### src/rtl/audio_pkg.sv
// Shared types and sample arithmetic for the I2S audio transmitter.
//
// Contents:
//   vol_t      2-bit volume code (mute, quarter, half, full)
//   aud_t      32-bit signed working format; samples are MSB-aligned into it
//   vol_scale  arithmetic right shift by volume code, sign preserved
//   downmix    L/R to mono
//
// Configuration macro: AUDIO_SAT_EN
//   defined   : downmix = L+R with one guard bit, clamped to the sample range
//   undefined : downmix = (L+R)>>>1, which can never overflow
//
// Samples are MSB-aligned in aud_t so that both functions work for any
// SAMPLE_W <= 32 without a width argument. The caller keeps the top
// SAMPLE_W bits. Saturation at the full 32-bit range then matches
// saturation at the sample range.
package audio_pkg;

  typedef enum logic [1:0] {
    VOL_MUTE = 2'd0,
    VOL_QTR  = 2'd1,
    VOL_HALF = 2'd2,
    VOL_FULL = 2'd3
  } vol_t;

  localparam int AUD_W = 32;
  typedef logic signed [AUD_W-1:0] aud_t;

  function automatic aud_t vol_scale(input aud_t sample, input vol_t vol);
    aud_t res;
    case (vol)
      VOL_MUTE: res = '0;
      VOL_QTR:  res = sample >>> 2;
      VOL_HALF: res = sample >>> 1;
      default:  res = sample;
    endcase
    return res;
  endfunction

  function automatic aud_t downmix(input aud_t l, input aud_t r);
    logic signed [AUD_W:0] sum;
    sum = {l[AUD_W-1], l} + {r[AUD_W-1], r};
`ifdef AUDIO_SAT_EN
    // The guard bit disagrees with the sign bit only when the sum
    // overflowed; in that case clamp toward the sign of the true result.
    if (sum[AUD_W] != sum[AUD_W-1]) begin
      return sum[AUD_W] ? {1'b1, {(AUD_W-1){1'b0}}} : {1'b0, {(AUD_W-1){1'b1}}};
    end
    return aud_t'(sum);
`else
    return aud_t'(sum >>> 1);
`endif
  endfunction

endpackage

### src/rtl/i2s_bclk_gen.sv
// Run-time programmable I2S bit clock divider.
//
// Ports:
//   clk          in   system clock
//   reset_n      in   synchronous reset, active low
//   bck_div_i    in   bit clock half-period in clk cycles minus 1
//   bck_o        out  bit clock (registered)
//   fall_tick_o  out  high in the cycle whose clk edge drives bck_o 1->0
module i2s_bclk_gen #(
  parameter int DIV_W = 8
) (
  input  logic             clk,
  input  logic             reset_n,
  input  logic [DIV_W-1:0] bck_div_i,
  output logic             bck_o,
  output logic             fall_tick_o
);

  logic [DIV_W-1:0] div_cnt_q, div_cnt_d;
  logic             bck_q, bck_d;
  logic             hit;

  // >= rather than == so that lowering bck_div below the current count
  // takes effect at the very next compare.
  assign hit = (div_cnt_q >= bck_div_i);

  always_comb begin
    div_cnt_d = hit ? '0 : div_cnt_q + 1'b1;
    bck_d     = hit ? ~bck_q : bck_q;
  end

  always_ff @(posedge clk) begin
    if (!reset_n) begin
      div_cnt_q <= '0;
      bck_q     <= 1'b0;
    end else begin
      div_cnt_q <= div_cnt_d;
      bck_q     <= bck_d;
    end
  end

  assign bck_o       = bck_q;
  assign fall_tick_o = hit && bck_q;

endmodule

### src/rtl/i2s_audio_tx.sv
// Philips-I2S transmitter with a valid/ready sample input, volume and
// optional mono downmix.
//
// Ports:
//   clk, reset_n        clock and synchronous active-low reset
//   bck_div             bit clock half-period in clk cycles minus 1
//   volume              0 mute, 1 >>>2, 2 >>>1, 3 full
//   in_l, in_r          signed PCM sample pair
//   in_valid, in_ready  handshake; the pair transfers when both are high
//   hp_bck, hp_ws       bit clock and word select (0 = left)
//   hp_din              serial data, MSB first, one bck behind ws
//   frame_start         1-clk pulse at every frame load
//   underrun            1-clk pulse when a load found no pending pair
//
// Configuration macro: AUDIO_SAT_EN selects the saturating downmix in
// audio_pkg. It only matters when STEREO = 0.
module i2s_audio_tx
  import audio_pkg::*;
#(
  parameter int SAMPLE_W = 16,
  parameter int SLOT_W   = 16,
  parameter int DIV_W    = 8,
  parameter int STEREO   = 1
) (
  input  logic                clk,
  input  logic                reset_n,
  input  logic [DIV_W-1:0]    bck_div,
  input  logic [1:0]          volume,
  input  logic [SAMPLE_W-1:0] in_l,
  input  logic [SAMPLE_W-1:0] in_r,
  input  logic                in_valid,
  output logic                in_ready,
  output logic                hp_bck,
  output logic                hp_ws,
  output logic                hp_din,
  output logic                frame_start,
  output logic                underrun
);

  localparam int FRAME_W = 2 * SLOT_W;
  localparam int BC_W    = $clog2(FRAME_W);

  if (SLOT_W < SAMPLE_W) begin : g_bad_slot
    $error("i2s_audio_tx: SLOT_W must be >= SAMPLE_W");
  end
  if (SAMPLE_W > AUD_W) begin : g_bad_sample
    $error("i2s_audio_tx: SAMPLE_W must be <= 32");
  end

  logic fall_tick;

  i2s_bclk_gen #(.DIV_W(DIV_W)) u_bclk (
    .clk        (clk),
    .reset_n    (reset_n),
    .bck_div_i  (bck_div),
    .bck_o      (hp_bck),
    .fall_tick_o(fall_tick)
  );

  // Input processing: align, scale, optionally downmix.
  aud_t                l_vol, r_vol, mono;
  logic [SAMPLE_W-1:0] proc_l, proc_r;
  logic                unused_bits;

  assign l_vol = vol_scale(aud_t'(in_l) << (AUD_W - SAMPLE_W), vol_t'(volume));
  assign r_vol = vol_scale(aud_t'(in_r) << (AUD_W - SAMPLE_W), vol_t'(volume));
  assign mono  = downmix(l_vol, r_vol);
  // Bits below the sample width are not kept. In stereo builds the mono
  // result is not used at all.
  assign unused_bits = ^{l_vol, r_vol, mono};

  if (STEREO != 0) begin : g_stereo
    assign proc_l = l_vol[AUD_W-1 -: SAMPLE_W];
    assign proc_r = r_vol[AUD_W-1 -: SAMPLE_W];
  end else begin : g_mono
    assign proc_l = mono[AUD_W-1 -: SAMPLE_W];
    assign proc_r = mono[AUD_W-1 -: SAMPLE_W];
  end

  // State
  logic [BC_W-1:0]     bit_cnt_q, bit_cnt_d;
  logic [FRAME_W-1:0]  frame_q, frame_d;
  logic [SAMPLE_W-1:0] pend_l_q, pend_l_d, pend_r_q, pend_r_d;
  logic                pend_full_q, pend_full_d;
  logic                in_ready_q, hp_ws_q, hp_ws_d, hp_din_q, hp_din_d;
  logic                frame_start_q, underrun_q;
  logic                wrap, load, accept;
  logic [SLOT_W-1:0]   slot_l, slot_r;

  // Each slot carries the sample MSB-aligned, with zero padding below.
  assign slot_l = SLOT_W'(pend_l_q) << (SLOT_W - SAMPLE_W);
  assign slot_r = SLOT_W'(pend_r_q) << (SLOT_W - SAMPLE_W);

  always_comb begin
    wrap   = (bit_cnt_q == BC_W'(FRAME_W - 1));
    load   = fall_tick && wrap;
    accept = in_valid && in_ready_q;

    bit_cnt_d = bit_cnt_q;
    if (fall_tick) begin
      bit_cnt_d = wrap ? '0 : bit_cnt_q + 1'b1;
    end

    frame_d     = frame_q;
    pend_l_d    = pend_l_q;
    pend_r_d    = pend_r_q;
    pend_full_d = pend_full_q;

    // On an empty load the previous frame is kept and repeated.
    if (load && pend_full_q) begin
      frame_d     = {slot_l, slot_r};
      pend_full_d = 1'b0;
    end
    // accept needs in_ready, so it can never meet a load that drains a
    // full pending register. A sample arriving at an empty load waits for
    // the next frame.
    if (accept) begin
      pend_l_d    = proc_l;
      pend_r_d    = proc_r;
      pend_full_d = 1'b1;
    end

    // ws is raised one bit early so it leads each slot's MSB by one bck.
    hp_din_d = frame_d[BC_W'(FRAME_W - 1) - bit_cnt_d];
    hp_ws_d  = (bit_cnt_d >= BC_W'(SLOT_W - 1)) && (bit_cnt_d <= BC_W'(FRAME_W - 2));
  end

  always_ff @(posedge clk) begin
    if (!reset_n) begin
      bit_cnt_q     <= '0;
      frame_q       <= '0;
      pend_l_q      <= '0;
      pend_r_q      <= '0;
      pend_full_q   <= 1'b0;
      in_ready_q    <= 1'b0;
      hp_ws_q       <= 1'b0;
      hp_din_q      <= 1'b0;
      frame_start_q <= 1'b0;
      underrun_q    <= 1'b0;
    end else begin
      bit_cnt_q     <= bit_cnt_d;
      frame_q       <= frame_d;
      pend_l_q      <= pend_l_d;
      pend_r_q      <= pend_r_d;
      pend_full_q   <= pend_full_d;
      in_ready_q    <= !pend_full_d;
      hp_ws_q       <= hp_ws_d;
      hp_din_q      <= hp_din_d;
      frame_start_q <= load;
      underrun_q    <= load && !pend_full_q;
    end
  end

  assign in_ready    = in_ready_q;
  assign hp_ws       = hp_ws_q;
  assign hp_din      = hp_din_q;
  assign frame_start = frame_start_q;
  assign underrun    = underrun_q;

endmodule
### config.mk
export PLATFORM = sky130hd
export DESIGN_NAME = i2s_audio_tx
export DESIGN_NICKNAME = d
export VERILOG_FILES = /design/src/rtl/audio_pkg.sv /design/src/rtl/i2s_bclk_gen.sv /design/src/rtl/i2s_audio_tx.sv
export SDC_FILE = /design/constraint.sdc
export NUM_CORES = 1
export LEC_CHECK = 0
export CAP_MARGIN = 5
export CORE_UTILIZATION = 55
export CTS_BUF_LIST = sky130_fd_sc_hd__clkbuf_8
export DETAILED_ROUTE_END_ITERATION = 16
export GPL_TIMING_DRIVEN = 0
export PLACE_DENSITY = 0.79
export SLEW_MARGIN = 20
export SYNTH_ARGS = -nofsm -noshare
export SYNTH_HDL_FRONTEND = slang
export SYNTH_HIERARCHICAL = 1
export SYNTH_SLANG_ARGS = --single-unit
### constraint.sdc
create_clock -name clk -period 8.8 [get_ports clk]
set_input_delay 0.88 -clock clk [delete_from_list [all_inputs] [get_ports clk]]
set_output_delay 0.88 -clock clk [all_outputs]
set_load 0.1 [all_outputs]
==> impl_metrics.json, run 1 <==
{
  "maxSlewViolCount": 0,
  "clockRootBuffer": "clkbuf_8",
  "via_count": 3661,
  "die_area_um2": 8330,
  "hold_class": "reg2reg",
  "clk_latency_ns": 0.36,
  "crit_path_end_kind": "register",
  "clockBufferDepth": 2,
  "drive_gt1_share_pct": 6.97,
  "internal_power_w": 0.000540,
  "path_clk_slew_ns": 0.08,
  "ys.flop_type": "dfxtp_1",
  "htreeDepth": 3,
  "postSynth.asyncResetShare_pct": 0,
  "max_slew_margin_pct": 35.8,
  "synth-seq-area-share_pct": 38.3,
  "p_leak_nw": 2.17,
  "synthesis.area_um2": 4390,
  "swShare_pct": 27.0,
  "rsz0062_at_grt": "false",
  "critPathKind": "in2reg",
  "grt_pass1_wl_mm": 16.8,
  "grt_max_degree": 14,
  "fin_nets": 595,
  "routedWlPerCell_um": 15.2,
  "fin_crit_sh_pct": 45.9,
  "final_area_um2": 5150,
  "antenna_found_initial": 0,
  "drv_cap": 0,
  "synth.avg_cell_area_um2": 9.12,
  "vdd_drop_max_v": 0.0000587,
  "start_util_pct": 56.8,
  "arrival_ns": 4.28,
  "clkPwrFrac_pct": 31.2,
  "grt_usage_pct": 25.4,
  "max_freq_ghz": 0.248,
  "synth_cell_types": 49,
  "syn_nets": 536,
  "power.density_nw_per_um2": 144,
  "diodes": 0,
  "viasPerCell": 5.66,
  "period_minus_slack_ns": 4.04,
  "grt_pass1_vias": 3606,
  "mostFrequentLayoutCells": "dfxtp_1 (84), a21oi_1 (60), nor2b_1 (59), mux2i_1 (53), clkdlybuf4s50_1 (48)",
  "final_cells": 647,
  "tightest_slew_ns": 0.959,
  "total_power_w": 0.000740,
  "ant_nets": 0,
  "synth_edf_count": 0,
  "placed_cells": 631,
  "p_comb_share_pct": 14.9,
  "netlist_instances": 481,
  "status": "finished, final reports clean",
  "post_cts_resize_count": 0,
  "postCtsHoldBufs": 0,
  "finalSetupTns_ns": 0,
  "area_growth_pct": 17.5,
  "yosys_warnings": 6,
  "post_dp_cell_area_um2": 4990,
  "p_switching_w": 0.000200,
  "die_x_um": 91.3,
  "place_congestion": 0.839,
  "firstDrtPassIters": 5,
  "power_frac_seq_pct": 53.9,
  "rows": 32,
  "die_y_um": 91.3,
  "dp_hpwl_mm": 7.60,
  "wl_mm": 9.81,
  "synth-seq-cells": 84,
  "hold_violations": 0,
  "setup_viol": 0,
  "final_common_cell": "dfxtp_1",
  "cp_max_fo": 10,
  "hold_slack_ns": 0.473,
  "core_area_um2": 7730,
  "clock-sinks": 84,
  "io_pins": 51,
  "port_buffers": 48,
  "clock_skew_ns": 0.00993,
  "post-route-drc-count": 0,
  "cts_buffers": 9,
  "cts_setup_buffers": 0,
  "cts_tree": "done",
  "startpoint_type": "primary input",
  "required_ns": 9.04,
  "drt-initial-drc-count": 211,
  "globalRouteOverflowTotal": 0
}
cells in the mapped netlist (2+ instances only):
| master | count | area (um2) |
|---|---|---|
| nand3_1 | 13 | 65.1 |
| and2_1 | 9 | 56.3 |
| o21a_1 | 3 | 22.5 |
| inv_1 | 10 | 37.5 |
| o211a_1 | 2 | 20.0 |
| clkbuf_1 | 24 | 90.1 |
| and4_1 | 3 | 26.3 |
| a22oi_1 | 6 | 45.0 |
| a21oi_1 | 60 | 300 |
| dfxtp_1 | 84 | 1680 |
| buf_6 | 2 | 22.5 |
| o21ai_0 | 8 | 40.0 |
| xnor2_1 | 7 | 61.3 |
| and2b_1 | 3 | 22.5 |
| mux2i_1 | 53 | 531 |
| nor4_1 | 2 | 12.5 |
| nand3b_1 | 2 | 15.0 |
| o211ai_1 | 3 | 22.5 |
| a211oi_1 | 27 | 203 |
| ha_1 | 10 | 125 |
| buf_2 | 3 | 15.0 |
| nand2b_1 | 2 | 12.5 |
| buf_1 | 3 | 11.3 |
| nor2_1 | 23 | 86.3 |
| and3_1 | 3 | 18.8 |
| mux2_2 | 9 | 101 |
| a211o_1 | 2 | 17.5 |
| nand4_1 | 4 | 25.0 |
| nand2_1 | 17 | 63.8 |
| a311oi_1 | 3 | 26.3 |
| a21boi_0 | 2 | 15.0 |
| nor2b_1 | 59 | 369 |
| xor2_1 | 4 | 35.0 |
flip-flops by register name, indices dropped and copies added, names as in the netlist:
name,count
bit_cnt_q,5
frame_q,32
frame_start,1
hp_din,1
hp_ws,1
in_ready,1
pend_full_q,1
pend_l_q,16
pend_r_q,16
u_bclk/bck_o,1
u_bclk/div_cnt_q,8
underrun,1
final timing paths:
kind	start	end	slack [ns]	cells past startpoint
setup / recovery	bck_div[5]	hp_din	4.76	17
hold / removal	u_bclk/div_cnt_q[0]	u_bclk/div_cnt_q[0]	0.47	1
setup reg to reg	u_bclk/div_cnt_q[0]	hp_din	5.31	16
hold reg to reg	u_bclk/div_cnt_q[0]	u_bclk/div_cnt_q[0]	0.47	1
layout make-up:
class,count,area (um2)
repair buffers,48,480
flip-flops and latches,84,1680
multi-input cells,354,2520
inverters,10,37.5
fillers,643,2570
well taps,102,128
clock buffers,9,124
clock inverters,7,36.3
plain buffers,33,146
layer usage:
| layer | global-route usage, % | share of wire [%] | vias to the layer above |
|---|---|---|---|
| met5 | 0 | 0 | - |
| met4 | 11.5 | 2.0 | 0 |
| met3 | 5.86 | 5.5 | 20 |
| met2 | 42.4 | 47 | 102 |
| met1 | 31.1 | 46 | 1695 |
| li1 | - | - | 1844 |
power by group through the flow:
stage	Clock, W	Combinational (W)	Sequential (W)
2_1_floorplan	0	0.0000598	0.000414
6_report	0.000231	0.000110	0.000399
3_5_place_dp	0	0.000109	0.000408
5_1_grt	0.000249	0.000120	0.000400
4_1_cts	0.000234	0.000109	0.000399
3_3_place_gp	0	0.000106	0.000407
worst max-delay path, cell delays in order:
cell             delay [ns]
clkdlybuf4s50_1        0.46
inv_1                  0.05
ha_1                   0.29
a211o_1                0.31
a21oi_1                0.22
o21a_1                 0.17
nor2_1                 0.04
buf_2                  0.16
and4_1                 0.17
buf_6                  0.13
nand2_4                0.10
buf_6                  0.17
mux2i_1                0.25
mux2_2                 0.20
a21oi_1                0.07
a2111oi_2              0.37
and4b_1                0.25
cell families (layout without fill, tap and decap cells):
family | Yosys count | in the layout | share of synthesized area, %
simple gates | 147 | 147 | 19.1
compound gates | 123 | 123 | 18.4
flops | 84 | 84 | 38.3
mux | 63 | 63 | 14.9
buf+inv | 43 | 107 | 4.19
xor+xnor | 11 | 11 | 2.20
fa+ha+maj | 10 | 10 | 2.85
stage by stage:
stage	worst slack (ns)	util [%]
5_1_grt	4.55	66.7
3_3_place_gp	4.46	64.6
2_1_floorplan	5.17	-
3_5_place_dp	4.41	64.6
4_1_cts	4.77	66.7
6_report	4.76	66.7
(Power assumes the default switching activity.)
==> run 2, diff against run 1 <==
- clock period: 8.8 -> 4.1 ns (I/O delays scaled with it)
==> results of run 2 <==
Same layout as run 1 (identical final DEF). Status: finished, final reports clean.
Among the figures that moved: setup slack after placement 4.41 ns -> 0.179 ns; setup slack after layout 4.76 ns -> 0.531 ns; register-to-register setup slack 5.31 ns -> 0.61 ns; total power 0.000740 W -> 0.00159 W; worst IR drop on VDD 0.0000587 V -> 0.000126 V
